`src/rtl/posit_ctrl_pkg.sv`:
```
// Shared types, constants and helpers for the posit add/subtract scheduler.
package posit_ctrl_pkg;

    typedef enum logic [1:0] {
        IDLE   = 2'd0,
        ACTIVE = 2'd1,
        DRAIN  = 2'd2
    } sched_state_t;

    localparam int NREQ    = 2;
    localparam int ID_W    = 1;
    localparam int POSIT_N = 32;

    typedef struct packed {
        logic [ID_W-1:0]    id;
        logic [POSIT_N-1:0] data;
    } res_entry_t;

    // Two's-complement negation; for a posit this is exact negation, and it
    // leaves zero and NaR unchanged. Callers keep the low N bits.
    function automatic logic [63:0] posit_neg(input logic [63:0] x);
        logic signed [63:0] xs;
        xs = signed'(x);
        return 64'(-xs);
    endfunction

endpackage

```
`src/rtl/posit_result_fifo.sv`:
```
// First-word-fall-through result FIFO; occupancy is exported for credit logic.
module posit_result_fifo
    import posit_ctrl_pkg::*;
#(
    parameter int WIDTH = 33,
    parameter int DEPTH = 4,
    localparam int CNT_W = $clog2(DEPTH + 1),
    localparam int PTR_W = (DEPTH > 1) ? $clog2(DEPTH) : 1
) (
    input  logic             clk,
    input  logic             reset,
    input  logic             push,
    input  logic [WIDTH-1:0] push_data,
    input  logic             pop,
    output logic             head_valid,
    output logic [WIDTH-1:0] head_data,
    output logic [CNT_W-1:0] count
);

    logic [WIDTH-1:0] mem [DEPTH];
    logic [PTR_W-1:0] wr_ptr;
    logic [PTR_W-1:0] rd_ptr;
    logic             do_push;
    logic             do_pop;

    assign do_pop     = pop && (count != '0);
    assign do_push    = push && ((count != CNT_W'(DEPTH)) || do_pop);
    assign head_valid = (count != '0);
    assign head_data  = head_valid ? mem[rd_ptr] : '0;

    // Storage write; contents are don't-care until counted valid.
    always_ff @(posedge clk) begin
        if (do_push) begin
            mem[wr_ptr] <= push_data;
        end
    end

    // Pointer and occupancy bookkeeping.
    always_ff @(posedge clk) begin
        if (reset) begin
            wr_ptr <= '0;
            rd_ptr <= '0;
            count  <= '0;
        end else begin
            if (do_push) begin
                wr_ptr <= (wr_ptr == PTR_W'(DEPTH - 1)) ? '0 : wr_ptr + 1'b1;
            end
            if (do_pop) begin
                rd_ptr <= (rd_ptr == PTR_W'(DEPTH - 1)) ? '0 : rd_ptr + 1'b1;
            end
            case ({do_push, do_pop})
                2'b10:   count <= count + 1'b1;
                2'b01:   count <= count - 1'b1;
                default: count <= count;
            endcase
        end
    end

endmodule

```
`src/rtl/posit_addsub_scheduler.sv`:
```
// Two-requester round-robin scheduler for a shared fixed-latency posit
// add/subtract datapath, with credit-based result buffering and a drain FSM.
module posit_addsub_scheduler
    import posit_ctrl_pkg::*;
#(
    parameter int N     = 32,
    parameter int ES    = 4,
    parameter int LAT   = 3,
    parameter int DEPTH = 4
) (
    input  logic                 clk,
    input  logic                 reset,
    input  logic [NREQ-1:0]      req_valid,
    output logic [NREQ-1:0]      req_ready,
    input  logic [NREQ*N-1:0]    req_a,
    input  logic [NREQ*N-1:0]    req_b,
    input  logic [NREQ-1:0]      req_sub,
    output logic                 dp_in_valid,
    output logic [N-1:0]         dp_a,
    output logic [N-1:0]         dp_b,
    input  logic                 dp_out_valid,
    input  logic [N-1:0]         dp_result,
    output logic                 res_valid,
    input  logic                 res_ready,
    output logic [N-1:0]         res_data,
    output logic [ID_W-1:0]      res_id,
    input  logic                 drain_req,
    output logic                 drain_done,
    output logic                 busy,
    output logic                 seq_err
);

    localparam int CNT_W = $clog2(DEPTH + 1);
    localparam int IGN_W = $clog2(LAT + 1);

    if (LAT < 1 || DEPTH < 2 || N > 64 || N < 2 || ES < 0) begin : g_param_check
        $error("posit_addsub_scheduler: unsupported parameter set");
    end

    sched_state_t     state, state_nxt;
    logic             done_sent;
    logic             rr_ptr;
    logic [CNT_W-1:0] credits;
    logic [NREQ-1:0]  gnt;
    logic [ID_W-1:0]  gnt_id;
    logic             xfer;
    logic             pop;
    logic [N-1:0]     sel_a;
    logic [N-1:0]     sel_b;
    logic             sel_sub;
    logic [N-1:0]     sel_b_eff;
    logic [ID_W-1:0]  issue_id_p0;
    logic [LAT-1:0]   tag_vld_p;
    logic [ID_W-1:0]  tag_id_p [LAT];
    logic [IGN_W-1:0] ign_cnt;
    logic             ret_ok;
    logic [CNT_W-1:0] fifo_count;
    logic [ID_W+N-1:0] fifo_head;

    assign pop       = res_valid && res_ready;
    assign xfer      = |gnt;
    assign gnt_id    = gnt[1];
    assign req_ready = gnt;
    assign ret_ok    = dp_out_valid && (ign_cnt == '0);
    assign busy      = (|tag_vld_p) || (fifo_count != '0) || dp_in_valid;
    assign res_id    = fifo_head[N +: ID_W];
    assign res_data  = fifo_head[N-1:0];

    // Arbitration: round-robin between requesters, gated by credits and drain.
    always_comb begin
        gnt = '0;
        if ((state != DRAIN) && !drain_req && (credits != '0)) begin
            if (req_valid[0] && req_valid[1]) begin
                gnt[rr_ptr] = 1'b1;
            end else begin
                gnt = req_valid;
            end
        end
    end

    // Operand select for the granted requester; subtraction negates B.
    always_comb begin
        sel_a   = req_a[N-1:0];
        sel_b   = req_b[N-1:0];
        sel_sub = req_sub[0];
        if (gnt_id == 1'b1) begin
            sel_a   = req_a[2*N-1:N];
            sel_b   = req_b[2*N-1:N];
            sel_sub = req_sub[1];
        end
        sel_b_eff = sel_sub ? N'(posit_neg(64'(sel_b))) : sel_b;
    end

    // Round-robin pointer favours the side not served last.
    always_ff @(posedge clk) begin
        if (reset) begin
            rr_ptr <= 1'b0;
        end else if (xfer) begin
            rr_ptr <= ~gnt_id;
        end
    end

    // Credits track free FIFO slots not already claimed by in-flight ops.
    always_ff @(posedge clk) begin
        if (reset) begin
            credits <= CNT_W'(DEPTH);
        end else begin
            case ({xfer, pop})
                2'b10:   credits <= credits - 1'b1;
                2'b01:   credits <= credits + 1'b1;
                default: credits <= credits;
            endcase
        end
    end

    // Stage p0: issue register towards the datapath.
    always_ff @(posedge clk) begin
        if (reset) begin
            dp_in_valid <= 1'b0;
            issue_id_p0 <= '0;
            dp_a        <= '0;
            dp_b        <= '0;
        end else begin
            dp_in_valid <= xfer;
            if (xfer) begin
                issue_id_p0 <= gnt_id;
                dp_a        <= sel_a;
                dp_b        <= sel_b_eff;
            end
        end
    end

    // Stages p1..pLAT: expected-valid shift register mirroring the datapath.
    always_ff @(posedge clk) begin
        if (reset) begin
            tag_vld_p <= '0;
        end else begin
            tag_vld_p[0] <= dp_in_valid;
            for (int i = 1; i < LAT; i++) begin
                tag_vld_p[i] <= tag_vld_p[i-1];
            end
        end
    end

    // Requester id travels alongside the valid bits.
    always_ff @(posedge clk) begin
        tag_id_p[0] <= issue_id_p0;
        for (int i = 1; i < LAT; i++) begin
            tag_id_p[i] <= tag_id_p[i-1];
        end
    end

    // Blind window after reset so results of discarded ops are dropped.
    always_ff @(posedge clk) begin
        if (reset) begin
            ign_cnt <= IGN_W'(LAT);
        end else if (ign_cnt != '0) begin
            ign_cnt <= ign_cnt - 1'b1;
        end
    end

    // Sticky flag when returned strobes disagree with the expected pattern.
    always_ff @(posedge clk) begin
        if (reset) begin
            seq_err <= 1'b0;
        end else if ((ign_cnt == '0) && (dp_out_valid != tag_vld_p[LAT-1])) begin
            seq_err <= 1'b1;
        end
    end

    posit_result_fifo #(
        .WIDTH (ID_W + N),
        .DEPTH (DEPTH)
    ) u_fifo (
        .clk        (clk),
        .reset      (reset),
        .push       (ret_ok),
        .push_data  ({tag_id_p[LAT-1], dp_result}),
        .pop        (res_ready),
        .head_valid (res_valid),
        .head_data  (fifo_head),
        .count      (fifo_count)
    );

    // FSM state register and once-per-drain pulse guard.
    always_ff @(posedge clk) begin
        if (reset) begin
            state     <= IDLE;
            done_sent <= 1'b0;
        end else begin
            state <= state_nxt;
            if (state != DRAIN) begin
                done_sent <= 1'b0;
            end else if (drain_done) begin
                done_sent <= 1'b1;
            end
        end
    end

    // FSM next state and drain completion pulse.
    always_comb begin
        state_nxt  = state;
        drain_done = 1'b0;
        case (state)
            IDLE: begin
                if (drain_req) begin
                    state_nxt = DRAIN;
                end else if (|req_valid) begin
                    state_nxt = ACTIVE;
                end
            end
            ACTIVE: begin
                if (drain_req) begin
                    state_nxt = DRAIN;
                end else if (!busy && !(|req_valid)) begin
                    state_nxt = IDLE;
                end
            end
            DRAIN: begin
                if (!busy) begin
                    drain_done = !done_sent;
                    if (!drain_req) begin
                        state_nxt = IDLE;
                    end
                end
            end
            default: state_nxt = IDLE;
        endcase
    end

endmodule

```
`config.mk`:
```
export PLATFORM = sky130hd
export DESIGN_NAME = posit_addsub_scheduler
export DESIGN_NICKNAME = d
export VERILOG_FILES = /design/src/rtl/posit_ctrl_pkg.sv /design/src/rtl/posit_result_fifo.sv /design/src/rtl/posit_addsub_scheduler.sv
export SDC_FILE = /design/constraint.sdc
export NUM_CORES = 1
export LEC_CHECK = 0
export ABC_AREA = 1
export CORE_MARGIN = 3
export CORE_UTILIZATION = 45
export CTS_CLUSTER_SIZE = 8
export DETAILED_ROUTE_END_ITERATION = 7
export PLACE_DENSITY = 0.77
export SLEW_MARGIN = 25
export SYNTH_ARGS = -nofsm -noshare
export SYNTH_HDL_FRONTEND = slang
export SYNTH_SLANG_ARGS = --single-unit
```
`constraint.sdc`:
```
create_clock -name clk -period 2.9 [get_ports clk]
set_input_delay 0.29 -clock clk [delete_from_list [all_inputs] [get_ports clk]]
set_output_delay 0.29 -clock clk [all_outputs]
set_load 0.01 [all_outputs]
```
==> impl_results.rst, run 1 <==
.. list-table::
   :header-rows: 1

   * - Metric
     - Value
   * - Result of the run
     - finished clean
   * - Peak fanout along the critical path
     - 11
   * - GR Overflow Total
     - 0
   * - Max capacitance violation total
     - 0
   * - Pwr Density
     - 709 nW/um^2
   * - Number of violations reported at the end of detailed-routing iteration 0
     - roughly 680
   * - Number of antenna diodes
     - 0
   * - Period utilisation layout
     - 94.0%
   * - Ranking of synthesized cells by area
     - edfxtp_1, dfxtp_1, nand2_1
   * - Worst slew slack as a fraction of its limit
     - 45.5%
   * - Post-synthesis instance total
     - between 1,000 and 1,500
   * - R2R cell count
     - 17
   * - Die Height
     - 160 microns
   * - Pin slew with the least headroom to its limit
     - roughly 820 ps
   * - Highest-count cells in the layout ignoring fill and taps
     - clkdlybuf4s50_1, nand2_1, nor2_1
   * - Crit Path Class
     - reg -> out
   * - CTS H-Tree Depth
     - 1
   * - Buffers added on ports
     - around 270
   * - Detail Route met2 WL
     - 15,800 microns
   * - Clock Skews
     - 17.4 ps
   * - Chip Width
     - 160 microns
   * - Setup TNS after final layout
     - 0 ps
   * - Number of hold-repair buffers added at the cts stage
     - 0
   * - Total Wirelength
     - 31,500 microns
   * - Number of primary I/O pins
     - 273
   * - Maximum clock frequency
     - 367 MHz
   * - Hold Fails Final Rpt
     - 0
   * - Setup slack, reg-to-reg
     - 450 ps
   * - FILL cells
     - 1,880
   * - Register bit count reported by yosys
     - ~220
   * - Effective utilization at floorplan
     - 46.4%
   * - Layout Nets
     - 1,740
   * - Portion of the post-synthesis area used by sequential elements
     - 54.4%
   * - Layout area overhead
     - 39.0%
   * - Routed length per instance
     - 16.6 microns
   * - Worst setup SP type
     - register
   * - Startpoint of the worst register-to-register path
     - state[0]
   * - Leading cell type in the layout, fill and taps excluded
     - clkdlybuf4s50_1
   * - Floorplan die area
     - 25,500 sq um
   * - Endpoint of the worst register-to-register path
     - dp_b[24]
   * - Total via count after detailed routing
     - 9,713
   * - Detailed-placement wirelength estimate
     - ~22,000 microns
   * - Hold Startpoint
     - req_a[12]
   * - Clock period minus final worst setup slack
     - 2720 ps
   * - Std-Cell Rows
     - 55
   * - Unrepaired setup endpoints after global routing
     - false
   * - Final number of setup-violating endpoints
     - 0
   * - Met3 routed wirelength
     - 2410 microns
   * - Total power
     - 10,500 uW
   * - Via count of the first global-routing pass
     - between 9,000 and 10,000
   * - Post-synthesis cell area
     - around 11,000 sq um
   * - Worst-path clk slew
     - ~50 ps
   * - Fraction of synthesized cell area taken by the top area cell type
     - between 30% and 40%
   * - Clock buffers created by TritonCTS
     - 31
   * - Data required time at the worst endpoint
     - ~2600 ps
   * - Cell type with the highest aggregate area in the netlist
     - edfxtp_1
   * - Fraction of layout instances using a drive strength above 1
     - under 10%
   * - Met1 wire length
     - 12,500 microns
   * - Largest net degree at the start of global routing
     - 78
   * - Standby leakage power
     - approximately 0.0061 uW
   * - Type of the worst min-delay path
     - in -> reg
   * - Number of warnings printed during yosys synthesis
     - 0
   * - Antenna violations before repair
     - 0
   * - Insertion delay to the later sink of the worst-skew pair
     - 550 ps
   * - Clock tree from TritonCTS
     - built
   * - Synthesized netlist net count
     - between 1,000 and 1,500
   * - Highest metal used
     - met4
   * - Number of library cell types mapped by synthesis
     - 42
   * - Final max-slew violation count
     - 0
   * - Buffers from clock root to sink, at most
     - 3
   * - Clock Root Buffer
     - clkbuf_16
   * - Number of iterations in the first detailed-routing pass
     - 7
   * - Routed via count divided by cell count
     - around 5.1
   * - Number of DRC violations after detailed routing
     - 0
   * - Number of nets still failing antenna checks after routing
     - 0
   * - Crit path DAT
     - 2430 ps
   * - Core region area
     - 22,900 sq um
   * - Nature of the critical path endpoint
     - primary output
   * - Worst hold path depth
     - 3
   * - Synthesized area per cell
     - 8.35 sq um
   * - Clock sink total
     - ~220
   * - Combined global-route utilization of all metal layers
     - 23.8%
   * - Hold EP
     - dp_a[12]
   * - Global placer's final weighted congestion
     - 0.931
   * - First-pass GRT wire length
     - 49,200 microns
   * - Highest ir drop seen on vdd
     - 558 uV
-- state kept, by name (all words and copies together) (netlist names), named ones only --
name / count
tag_vld_p: 3
u_fifo.mem: 132
tag_id_p: 3
u_fifo.wr_ptr: 2
dp_a: 32
dp_b: 32
ign_cnt: 2
credits: 3
dp_in_valid: 1
seq_err: 1
issue_id_p0: 1
u_fifo.count: 3
rr_ptr: 1
done_sent: 1
state: 2
u_fifo.rd_ptr: 2
-- metal layers --
metal,up-vias,GRT usage [%]
met2,416,43.2
met3,51,5.42
met5,-,0
li1,4719,-
met4,0,6.13
met1,4527,28.4
-- cell usage after synthesis --
master / number
inv_1: 138
buf_2: 4
o21ai_2: 5
a211oi_1: 2
clkbuf_1: 39
dfxtp_1: 91
and2_1: 1
nor2_4: 1
nand3_4: 1
buf_4: 4
o211ai_1: 2
nand3b_1: 10
nand2_2: 6
nor2_2: 5
buf_1: 7
o21a_1: 15
nor3_1: 5
nand4_1: 5
fa_1: 2
o21ai_4: 2
inv_2: 6
edfxtp_1: 132
buf_6: 9
a21oi_1: 58
or2_2: 3
nand2_1: 268
o21ai_1: 4
xor2_1: 10
o211a_1: 1
nand3_2: 3
ha_1: 8
o21ai_0: 100
a31oi_1: 3
nor2_1: 230
nand3_1: 69
a2111oi_0: 1
a21oi_4: 1
nor4_1: 1
o221ai_1: 15
o21bai_1: 3
clkinv_1: 2
or2_1: 1
-- worst max path at each step --
| stage | end | from | slack, ps | cells after the start |
|---|---|---|---|---|
| 3_5_place_dp | dp_b[24] | drain_req | 60 | 17 |
| 5_1_grt | drain_done | u_fifo.count[0] | 20 | 7 |
| 4_1_cts | drain_done | u_fifo.count[0] | 40 | 7 |
| 3_3_place_gp | dp_b[20] | req_valid[0] | 110 | 15 |
| 6_report | res_data[14] | register | 180 | 6 |
| 2_1_floorplan | u_fifo.mem[0][0] | ign_cnt[0] | 40 | 6 |
-- critical path, stage by stage (launching register included) --
cell             delay, ps
dfxtp_1                380
clkinvlp_4             270
buf_4                  260
nor2_1                 130
o21ai_0                110
a21oi_1                170
clkdlybuf4s50_1        570
-- kinds of logic after synthesis --
family	count (synthesis)	synth area share, %
flip-flops	223	54.4
AO/OA/AOI/OAI	212	11.6
AND/OR/NAND/NOR	609	23.6
adder cells (fa/ha/maj)	10	1.32
XOR/XNOR	10	0.824
buffers and inverters	209	8.20
-- through the flow --
stage	instances	hold WS [ps]	setup slack (ps)	instance area, sq um	util, %
2_1_floorplan	1273	310	35.2	10600	-
3_3_place_gp	1836	330	111	13900	60.5
3_5_place_dp	1836	328	56.3	13900	60.5
4_1_cts	1888	310	42.7	14700	64.3
5_1_grt	1893	340	17.4	14800	64.5
6_report	1893	335	175	14800	64.5
-- layout make-up --
class / count / area [sq um] / share of cell area [%]
repair buffers: 318 / 3180 / 21.5
multi-input cells: 841 / 4000 / 27.1
flip-flops and latches: 223 / 5790 / 39.2
inverters: 146 / 552 / 3.73
clock buffers: 51 / 851 / 5.76
clock inverters: 1 / 20.0 / 0.135
well taps: 313 / 392 / 2.65
-- power by group --
part           leakage (uW)  switching, uW  internal, uW  total (uW)
logic               0.00379           1920          1540        3470
clock network      0.000415           1270          1970        3240
registers           0.00194            175          3600        3770
total               0.00614           3370          7110       10500
-- timing repair --
| action | 4_1_cts | 5_1_grt |
|---|---|---|
| endpoints found under the setup margin | 5 | 16 |
| gates resized for setup | 1 | 4 |
| buffers inserted | 0 | 5 |
Power figures use the tool's default switching activity.
==> run 2: changes to the inputs <==
- CORE_UTILIZATION: 45 -> 53
- PLACE_DENSITY: 0.77 -> 0.86
- clock period: 2.9 -> 3.3 ns (I/O delays scaled with it)
==> run 2 against run 1 <==
Net effect:
- clock skew decreased by 7.9 ps
- critical path depth unchanged
- design area decreased by 2.2%
- utilization increased by 9.3 points
- sequential power decreased by 13%
- global-route usage increased by 4.3 points
- critical path type unchanged
- largest cell class unchanged
- largest power group unchanged
==> impl_results.rst, run 2 (synthesized netlist as in run 1, its figures left out) <==
.. list-table::
   :header-rows: 1

   * - Metric
     - Value
   * - Result of the run
     - finished clean
   * - GR Overflow Total
     - 0 (unchanged)
   * - Buffers added on ports
     - 272 (unchanged)
   * - Leading cell type in the layout, fill and taps excluded
     - clkdlybuf4s50_1
   * - Detailed-placement wirelength estimate
     - 21,800 microns (-1.8%)
   * - Period utilisation layout
     - 94.1%
   * - Max capacitance violation total
     - 0 (unchanged)
   * - Register name with the most flops
     - u_fifo.mem
   * - R2R cell count
     - 16 (-1)
   * - Setup slack, reg-to-reg
     - 680 ps (+230 ps)
   * - Clock Skews
     - 9.52 ps (-7.91 ps)
   * - Highest ir drop seen on vdd
     - 427 uV (-23%)
   * - FILL cells
     - 1,397 (-26%)
   * - Die Height
     - 148 microns (-7.6%)
   * - Post-CTS repair timing setup buffer count
     - 0 (unchanged)
   * - Startpoint of the worst register-to-register path
     - rr_ptr
   * - Total Wirelength
     - 31,400 microns (about the same)
   * - Instance area at placement
     - 13,600 sq um (-1.9%)
   * - Antenna violations before repair
     - 2 (+2)
   * - Number of primary I/O pins
     - 273 (unchanged)
   * - Peak fanout along the critical path
     - 66 (+55)
   * - Global placer's final weighted congestion
     - 0.949 (+1.9%)
   * - Pwr Density
     - 629 nW/um^2 (-11%)
   * - Clock buffers created by TritonCTS
     - 31 (unchanged)
   * - Hold EP
     - tag_id_p[0][1]
   * - Worst setup SP type
     - register
   * - Number of nets still failing antenna checks after routing
     - 0 (unchanged)
   * - Top flop regs
     - u_fifo.mem x132, dp_a x32, dp_b x32
   * - Clock tree from TritonCTS
     - built
   * - Clock period minus final worst setup slack
     - 3110 ps
   * - Number of violations reported at the end of detailed-routing iteration 0
     - 659 (-2.7%)
   * - Post-route cell area
     - 14,500 sq um (-2.2%)
   * - Met3 routed wirelength
     - 2560 microns (+6.1%)
   * - Combined global-route utilization of all metal layers
     - 28.1% (+4.3 points)
   * - Chip Width
     - 148 microns (-7.6%)
   * - Worst slew slack as a fraction of its limit
     - 48.2% (+2.7 points)
   * - Fraction of layout instances using a drive strength above 1
     - 6.28% (-1.3 points)
   * - Endpoint of the worst register-to-register path
     - dp_b[18]
   * - Min Hold Slack
     - 326 ps (-9.00 ps)
   * - Final max-slew violation count
     - 0 (unchanged)
   * - Number of DRC violations after detailed routing
     - 0 (unchanged)
   * - Type of the worst min-delay path
     - reg -> reg
   * - Number of hold-repair buffers added at the cts stage
     - 0 (unchanged)
   * - Std-Cell Rows
     - 51 (-7.3%)
   * - Buffers from clock root to sink, at most
     - 3 (unchanged)
   * - Worst-path cell chain
     - buf_4, nor2_1, nor2_1, o21ai_0, a21oi_1, clkdlybuf4s50_1
   * - Effective utilization at floorplan
     - 54.3% (+7.9 points)
   * - Worst-path clk slew
     - 50 ps (about the same)
   * - Worst hold path depth
     - 0 (-3)
   * - Detail Route met2 WL
     - 16,100 microns (+1.6%)
   * - Flip-flop count of the largest register after layout
     - 132 (unchanged)
   * - Number of cells upsized or downsized after cts
     - 0 (-1)
   * - Pin slew with the least headroom to its limit
     - 777 ps (-40.8 ps)
   * - Clock sink total
     - 223 (unchanged)
   * - Unrepaired setup endpoints after global routing
     - false
   * - Final number of setup-violating endpoints
     - 0 (unchanged)
   * - Cell type of the slowest stage on the worst timing path
     - clkdlybuf4s50_1
   * - Clock Root Buffer
     - clkbuf_16
   * - CTS H-Tree Depth
     - 1 (unchanged)
   * - Layout Nets
     - 1,721 (-1.1%)
   * - Highest-count cells in the layout ignoring fill and taps
     - clkdlybuf4s50_1, nand2_1, nor2_1
   * - Hold Startpoint
     - tag_id_p[0][0]
   * - Nature of the critical path endpoint
     - primary output
   * - Standby leakage power
     - 0.00602 uW (-2.1%)
   * - Data required time at the worst endpoint
     - 2970 ps (+360 ps)
   * - Maximum clock frequency
     - ~320 MHz
   * - Insertion delay to the later sink of the worst-skew pair
     - 540 ps (about the same)
   * - Slowest stage delay, CP
     - 600 ps (+30 ps)
   * - Core region area
     - 19,600 sq um (-15%)
   * - Layout area overhead
     - 36.0%
   * - Floorplan die area
     - 21,800 sq um (-15%)
   * - First-pass GRT wire length
     - 49,300 microns (+0.21%)
   * - Via count of the first global-routing pass
     - 9,656 (-0.22%)
   * - Crit path DAT
     - 2780 ps (+350 ps)
   * - Critical path's most frequent cell
     - nor2_1
   * - Routed via count divided by cell count
     - 5.29 (+3.2%)
   * - Met1 wire length
     - 12,100 microns (-3.4%)
   * - Setup TNS after final layout
     - 0 ps (unchanged)
   * - Total via count after detailed routing
     - 9,675 (-0.39%)
   * - Crit Path Class
     - reg -> out
   * - Largest net degree at the start of global routing
     - 78 (unchanged)
   * - Highest metal used
     - met4
   * - Hold Fails Final Rpt
     - 0 (unchanged)
   * - Routed length per instance
     - 17.2 microns (+3.5%)
   * - Number of iterations in the first detailed-routing pass
     - 5 (-2)
-- run 2: cell type report --
type	instances	area (sq um)	share of cell area, %
Clock buffer	51	851	5.88
Clock inverter	1	20.0	0.138
Inverter	146	548	3.79
Multi-Input combinational cell	841	3990	27.6
Tap cell	265	332	2.29
Timing Repair Buffer	299	2930	20.2
Sequential cell	223	5790	40.0
Antenna cell	2	5.00	0.0346
-- run 2: critical path: cells and delay by family (launching register included) --
| family | cells | cell delay (ps) |
|---|---|---|
| AO/OA/AOI/OAI | 2 | 380 |
| buffers and inverters | 2 | 1170 |
| flip-flops | 1 | 320 |
| AND/OR/NAND/NOR | 2 | 330 |
-- run 2: worst max path at each step --
stage | endpoint | slack [ps] | cells past startpoint
4_1_cts | res_data[1] | 180 | 6
6_report | res_data[1] | 190 | 6
5_1_grt | res_data[1] | 70 | 6
3_5_place_dp | dp_b[18] | 280 | 17
3_3_place_gp | dp_b[28] | 320 | 19
2_1_floorplan | u_fifo.mem[0][0] | 440 | 6
-- run 2: report_power, final --
group / internal (uW) / total (uW) / leakage [uW] / switching, uW
logic: 1270 / 2980 / 0.00366 / 1710
clock network: 1730 / 2830 / 0.000415 / 1100
registers: 3160 / 3290 / 0.00194 / 128
-- run 2: stage by stage --
step / instances / util (%) / setup slack (ps) / power [uW]
floorplan: 1273 / - / 435 / 4880
global placement: 1774 / 69.3 / 319 / 6190
detailed placement: 1774 / 69.3 / 280 / 6260
CTS: 1826 / 73.8 / 181 / 9130
global route: 1828 / 73.8 / 69.3 / 9570
finish: 1828 / 73.8 / 195 / 9100
-- run 2: routing by layer --
layer,global-route usage (%),up-vias
li1,-,4678
met5,0,-
met1,33.4,4519
met4,8.53,0
met2,50.7,422
met3,6.62,56
